**config.mk**
```make
export PLATFORM = sky130hd
export DESIGN_NAME = rcas_seq_alu
export DESIGN_NICKNAME = d
export VERILOG_FILES = /design/src/rtl/rcas_pkg.sv /design/src/rtl/rcas_chunk.sv /design/src/rtl/rcas_seq_alu.sv
export SDC_FILE = /design/constraint.sdc
export NUM_CORES = 1
export LEC_CHECK = 0
export CAP_MARGIN = 10
export CELL_PAD_IN_SITES_DETAIL_PLACEMENT = 0
export CELL_PAD_IN_SITES_GLOBAL_PLACEMENT = 2
export CORE_UTILIZATION = 27
export CTS_BUF_LIST = sky130_fd_sc_hd__clkbuf_4 sky130_fd_sc_hd__clkbuf_8
export CTS_CLUSTER_SIZE = 14
export DETAILED_ROUTE_END_ITERATION = 12
export HOLD_SLACK_MARGIN = 0.12
export PLACE_DENSITY = 0.8
export REMOVE_ABC_BUFFERS = 1
export SLEW_MARGIN = 20
export SYNTH_ARGS = -nofsm -noshare
export SYNTH_HDL_FRONTEND = slang
export SYNTH_HIERARCHICAL = 1
export SYNTH_SLANG_ARGS = --single-unit
```
**constraint.sdc**
```tcl
create_clock -name clk -period 2.6 [get_ports clk]
set_input_delay 0.52 -clock clk [delete_from_list [all_inputs] [get_ports clk]]
set_output_delay 0.52 -clock clk [all_outputs]
set_load 0.02 [all_outputs]
```
**src/rtl/rcas_pkg.sv**
```systemverilog
// Shared encodings for the chunked ripple add/subtract unit.
package rcas_pkg;

    typedef enum logic [1:0] {
        OP_ADD = 2'b00,
        OP_SUB = 2'b01,
        OP_ADC = 2'b10,
        OP_SBC = 2'b11
    } op_e;

    typedef enum logic [1:0] {
        ST_IDLE = 2'b00,
        ST_BUSY = 2'b01,
        ST_DONE = 2'b10
    } state_e;

    localparam int FLG_C = 3;
    localparam int FLG_V = 2;
    localparam int FLG_N = 1;
    localparam int FLG_Z = 0;

    // Subtract is a + ~b + 1, so without an explicit carry the seed equals op[0].
    function automatic logic carry_seed(input logic [1:0] op, input logic cin);
        return op[1] ? cin : op[0];
    endfunction

endpackage

```
**src/rtl/rcas_chunk.sv**
```systemverilog
// Combinational CHUNK-bit ripple adder; also exposes the carry into its top bit.
module rcas_chunk #(
    parameter int CHUNK = 4
) (
    input  logic [CHUNK-1:0] a,
    input  logic [CHUNK-1:0] b,
    input  logic             ci,
    output logic [CHUNK-1:0] sum,
    output logic             co,
    output logic             c_msb
);

    // Bit-serial ripple through the chunk.
    always_comb begin
        logic [CHUNK:0] v_c;
        v_c    = {(CHUNK+1){1'b0}};
        sum    = {CHUNK{1'b0}};
        v_c[0] = ci;
        for (int i = 0; i < CHUNK; i++) begin
            sum[i]   = a[i] ^ b[i] ^ v_c[i];
            v_c[i+1] = (a[i] & b[i]) | (v_c[i] & (a[i] ^ b[i]));
        end
        co    = v_c[CHUNK];
        c_msb = v_c[CHUNK-1];
    end

endmodule

```
**src/rtl/rcas_seq_alu.sv**
```systemverilog
// Multi-cycle add/subtract unit: one CHUNK-bit slice per clock, LSB slice first,
// with valid/ready on both sides and {cout, ovr, neg, zero} flags.
module rcas_seq_alu #(
    parameter int W     = 8,
    parameter int CHUNK = 4
) (
    input  logic         clk,
    input  logic         rst,
    input  logic         in_valid,
    output logic         in_ready,
    input  logic [W-1:0] a,
    input  logic [W-1:0] b,
    input  logic [1:0]   op,
    input  logic         cin,
    output logic         out_valid,
    input  logic         out_ready,
    output logic [W-1:0] s,
    output logic [3:0]   flags
);
    import rcas_pkg::*;

    localparam int N  = W / CHUNK;
    localparam int IW = (N > 1) ? $clog2(N) : 1;
    localparam logic [IW-1:0] LAST_IDX = IW'(N - 1);

    state_e         r_state;
    logic [IW-1:0]  r_idx;
    logic [W-1:0]   r_a;
    logic [W-1:0]   r_b;
    logic [W-1:0]   r_s;
    logic           r_carry;
    logic [3:0]     r_flags;

    logic [CHUNK-1:0] w_a_chunk;
    logic [CHUNK-1:0] w_b_chunk;
    logic [CHUNK-1:0] w_sum;
    logic             w_co;
    logic             w_c_msb;
    logic [W-1:0]     w_s_next;

    assign w_a_chunk = r_a[r_idx*CHUNK +: CHUNK];
    assign w_b_chunk = r_b[r_idx*CHUNK +: CHUNK];

    rcas_chunk #(.CHUNK(CHUNK)) u_chunk (
        .a     (w_a_chunk),
        .b     (w_b_chunk),
        .ci    (r_carry),
        .sum   (w_sum),
        .co    (w_co),
        .c_msb (w_c_msb)
    );

    // Result with the current chunk merged in, so flags see the full final word.
    always_comb begin
        w_s_next = r_s;
        w_s_next[r_idx*CHUNK +: CHUNK] = w_sum;
    end

    // Control FSM plus operand, carry, result and flag registers.
    always_ff @(posedge clk) begin
        if (rst) begin
            r_state <= ST_IDLE;
            r_idx   <= {IW{1'b0}};
            r_a     <= {W{1'b0}};
            r_b     <= {W{1'b0}};
            r_s     <= {W{1'b0}};
            r_carry <= 1'b0;
            r_flags <= 4'b0000;
        end else begin
            case (r_state)
                ST_IDLE: begin
                    if (in_valid) begin
                        r_a     <= a;
                        r_b     <= op[0] ? ~b : b;
                        r_carry <= carry_seed(op, cin);
                        r_idx   <= {IW{1'b0}};
                        r_state <= ST_BUSY;
                    end
                end
                ST_BUSY: begin
                    r_s     <= w_s_next;
                    r_carry <= w_co;
                    if (r_idx == LAST_IDX) begin
                        r_flags[FLG_C] <= w_co;
                        r_flags[FLG_V] <= w_co ^ w_c_msb;
                        r_flags[FLG_N] <= w_s_next[W-1];
                        r_flags[FLG_Z] <= (w_s_next == {W{1'b0}});
                        r_state        <= ST_DONE;
                    end else begin
                        r_idx <= r_idx + 1'b1;
                    end
                end
                ST_DONE: begin
                    if (out_ready) begin
                        r_state <= ST_IDLE;
                    end
                end
                default: begin
                    r_state <= ST_IDLE;
                end
            endcase
        end
    end

    assign in_ready  = (r_state == ST_IDLE) & ~rst;
    assign out_valid = (r_state == ST_DONE);
    assign s         = r_s;
    assign flags     = r_flags;

endmodule
```
==> results.py <==
metrics = {
    "outcome": {
        "status": "completed",
    },
    "global_route": {
        "grtUsageTotal_pct": 11.98,
        "grt_overflow": 0,
        "grt_pass1_vias": 1145,
        "grt_max_degree": 33,
        "global_route_wire_length_before_repair_um": 5520,
        "grt_antenna_before_repair": 0,
    },
    "routing": {
        "dr.first_iter.drc_count": 25,
        "first_pass_iters": 2,
        "wl_per_cell_um": 11.50,
        "route.final.wire_length_um": 3151,
        "detailroute.via_count": 1192,
        "avgViaCountPerCell": 4.350,
        "drc_errors": 0,
        "final_antenna_net_count": 0,
    },
    "run": {
        "drv_cap": 0,
    },
    "power_and_ir_drop": {
        "cellPowerDensity_mw_per_mm2": 589.0,
        "power.ir.vdd_worst_uv": 191.7,
        "power_leakage_nw": 0.7585,
    },
    "place": {
        "io_buffers": 36,
        "place.detailed.hpwl_um": 2245,
        "place_congestion": 0.7026,
        "dpl-instance-area_mm2": 0.001946,
        "post-place-cells": 266,
    },
    "worst_setup_path": {
        "r2r_setup_slack_ns": 0.08,
        "regToRegEndpoint": "flags[0]$_SDFFE_PP0P_",
        "reg2reg_from": "r_idx$_SDFFE_PP0P_",
        "startpoint_type": "flop",
        "end_point_of_the_critical_path": "flags[0]$_SDFFE_PP0P_",
        "timing.critical_path.required_ns": 2.82,
        "reg2reg_depth": 10,
        "worst-setup-path-type": "flop to flop",
        "crit_arrival_ns": 2.73,
        "setup.worst_path.end_class": "flop",
        "crit_path_max_fanout": 4,
        "cp_launch_point": "r_idx$_SDFFE_PP0P_",
    },
    "final_layout": {
        "instances_no_fill": 274,
        "post_route_cells_drive_above_1_share_pct": 18.63,
        "fin_area_mm2": 0.002069,
        "leading_cell_types_in_the_layout_fill_and_taps_excluded": "clkdlybuf4s50_1, dfxtp_1, nand2_1",
        "final_common_cell": "clkdlybuf4s50_1",
        "final_nets": 230,
        "antennaDiodeCount": 0,
        "areaGrowthSynthToFinish_pct": 35.80,
    },
    "timing": {
        "pin_slew_with_the_least_headroom_to_its_limit_ns": 0.4607,
        "final.min_clock_period_ns": 2.519,
        "clock-skew-final_ns": 0.003372,
        "period_share_pct": 96.90,
        "max-slew-margin-rel_pct": 69.15,
        "final_count_of_pins_violating_max_slew": 0,
        "rsz0062_at_grt": "true",
        "maxClockFrequency_mhz": 396.9,
        "final_hold_viol_count": 0,
        "setup_violations": 0,
    },
    "clocking": {
        "cts.reportedPaths.clkPinSlew_ns": 0.06,
        "cts_post_setup_buffers_inserted": 0,
        "clock_sinks": 32,
        "tritoncts": "done",
        "total_clock_buffers_created_by_cts": 5,
        "clk-insertion-delay-late_ns": 0.28,
        "cts_max_level": 2,
        "max-clock-path-buffers": 2,
        "cts_root_buf": "clkbuf_8",
    },
    "die": {
        "die_width_um": 77.13,
        "start_util_pct": 28.92,
        "rows": 26,
        "coreArea_mm2": 0.005270,
        "io_pins": 37,
        "die-height_um": 77.13,
        "design.die.area_mm2": 0.005949,
    },
    "worst_hold_path": {
        "worst_hold_path_type": "flop to flop",
        "beginning_of_the_worst_hold_path": "r_a[7]$_SDFFE_PP0P_",
    },
    "synth": {
        "post_synth_num_cell_types": 29,
        "synth.ff_latch_count": 32,
        "cells_after_synth": 165,
        "synth.avg_cell_area_um2": 9.236,
        "synth-warning-count": 6,
        "yosysSeqAreaShare_pct": 42.04,
        "syn-cell-area_mm2": 0.001524,
    },
}
-- logic make-up after synthesis --
| family | synth area share, % |
|---|---|
| adders and majority gates | 5.255 |
| xor gates and xnor gates | 5.173 |
| buffers and inverters | 7.388 |
| AOI/OAI and AO/OA | 12.89 |
| muxes | 9.935 |
| DFF | 42.04 |
| and+or+nand+nor | 17.32 |
-- state kept, by name, summed over array words and instances, names as in the netlist --
| register | count |
|---|---|
| flags | 4 |
| r_a | 8 |
| r_b | 8 |
| r_carry | 1 |
| r_idx | 1 |
| r_state | 2 |
| s | 8 |
-- timing repair --
item | in CTS | in global routing
setup endpoints to repair | 1 | 5
hold buffers | 0 | 0
pin swaps | 1 | 0
cloned | 0 | 0
gates resized for setup | 1 | 10
-- routing by layer --
| metal | share of wire [%] | global-route usage (%) | up-vias | routed length (um) |
|---|---|---|---|---|
| li1 | - | - | 618 | - |
| met4 | 1.6 | 6.226 | 0 | 50 |
| met2 | 43 | 16.90 | 31 | 1351 |
| met1 | 50 | 16.39 | 537 | 1589 |
| met3 | 5.1 | 3.333 | 6 | 160 |
| met5 | 0 | 0 | - | 0 |
-- worst max-delay path: stages, from the launching register on --
cell and delay [ns]:
dfxtp_4 0.38, mux2_4 0.31, fa_2 0.38, inv_2 0.06, fa_2 0.20, fa_2 0.19
inv_2 0.04, fa_1 0.48, nor4_1 0.20, nand3_1 0.11, a21oi_1 0.13
-- where the power goes --
part           total (mW)  switching [mW]  internal [mW]
sequential          0.548          0.0245          0.524
combinational       0.261           0.123          0.138
clock               0.409           0.173          0.236
total                1.22           0.321          0.898
-- area by class of cell --
type / instances / area (um2)
Sequential cell: 32 / 644.4
Multi-Input combinational cell: 112 / 785.8
Timing Repair Buffer: 43 / 420.4
Tap cell: 70 / 87.58
Clock buffer: 8 / 97.59
Fill cell: 567 / 3201
Inverter: 9 / 33.78
-- worst min-delay path by stage --
stage / endpoint / cells after the start
after global placement: flags[1]$_SDFFE_PP0P_ / 2
after global routing: r_a[7]$_SDFFE_PP0P_ / 2
after floorplan: r_a[4]$_SDFFE_PP0P_ / 2
after CTS: r_a[7]$_SDFFE_PP0P_ / 2
final: r_a[7]$_SDFFE_PP0P_ / 2
after detailed placement: r_a[7]$_SDFFE_PP0P_ / 2
-- synth_stat cells, drive strengths merged --
library cell,n,area [um2]
or3b,1,8.760
nor4,2,12.51
a21oi,17,85.08
nand2b,2,12.51
and3b,1,8.760
nor3b,2,31.28
a211oi,9,87.59
dfxtp,32,640.6
nand3,1,5.000
inv,9,33.78
fa,4,80.08
nor2b,1,6.260
buf,9,67.55
clkbuf,3,11.26
nor2,15,56.30
nor3,2,10.01
o21ai,1,5.000
nand3b,1,7.510
mux2,9,101.4
mux2i,5,50.05
a2111oi,1,8.760
nand2,28,105.1
xnor2,9,78.83
o21ba,1,10.01
-- per-stage QoR --
step	worst slack [ns]	total power [mW]	setup TNS (ns)	util (%)	hold slack [ns]
final	0.08070	1.219	0	39.27	0.4519
after global routing	-0.01745	1.294	-0.01745	39.27	0.4726
after CTS	0.02471	1.229	0	38.79	0.4556
after detailed placement	-0.07853	0.8131	-0.07853	36.92	0.4450
after global placement	-0.007317	0.8122	-0.007317	36.92	0.4443
after floorplan	-0.1567	0.6967	-0.1567	-	0.4268
(Power assumes the default switching activity.)
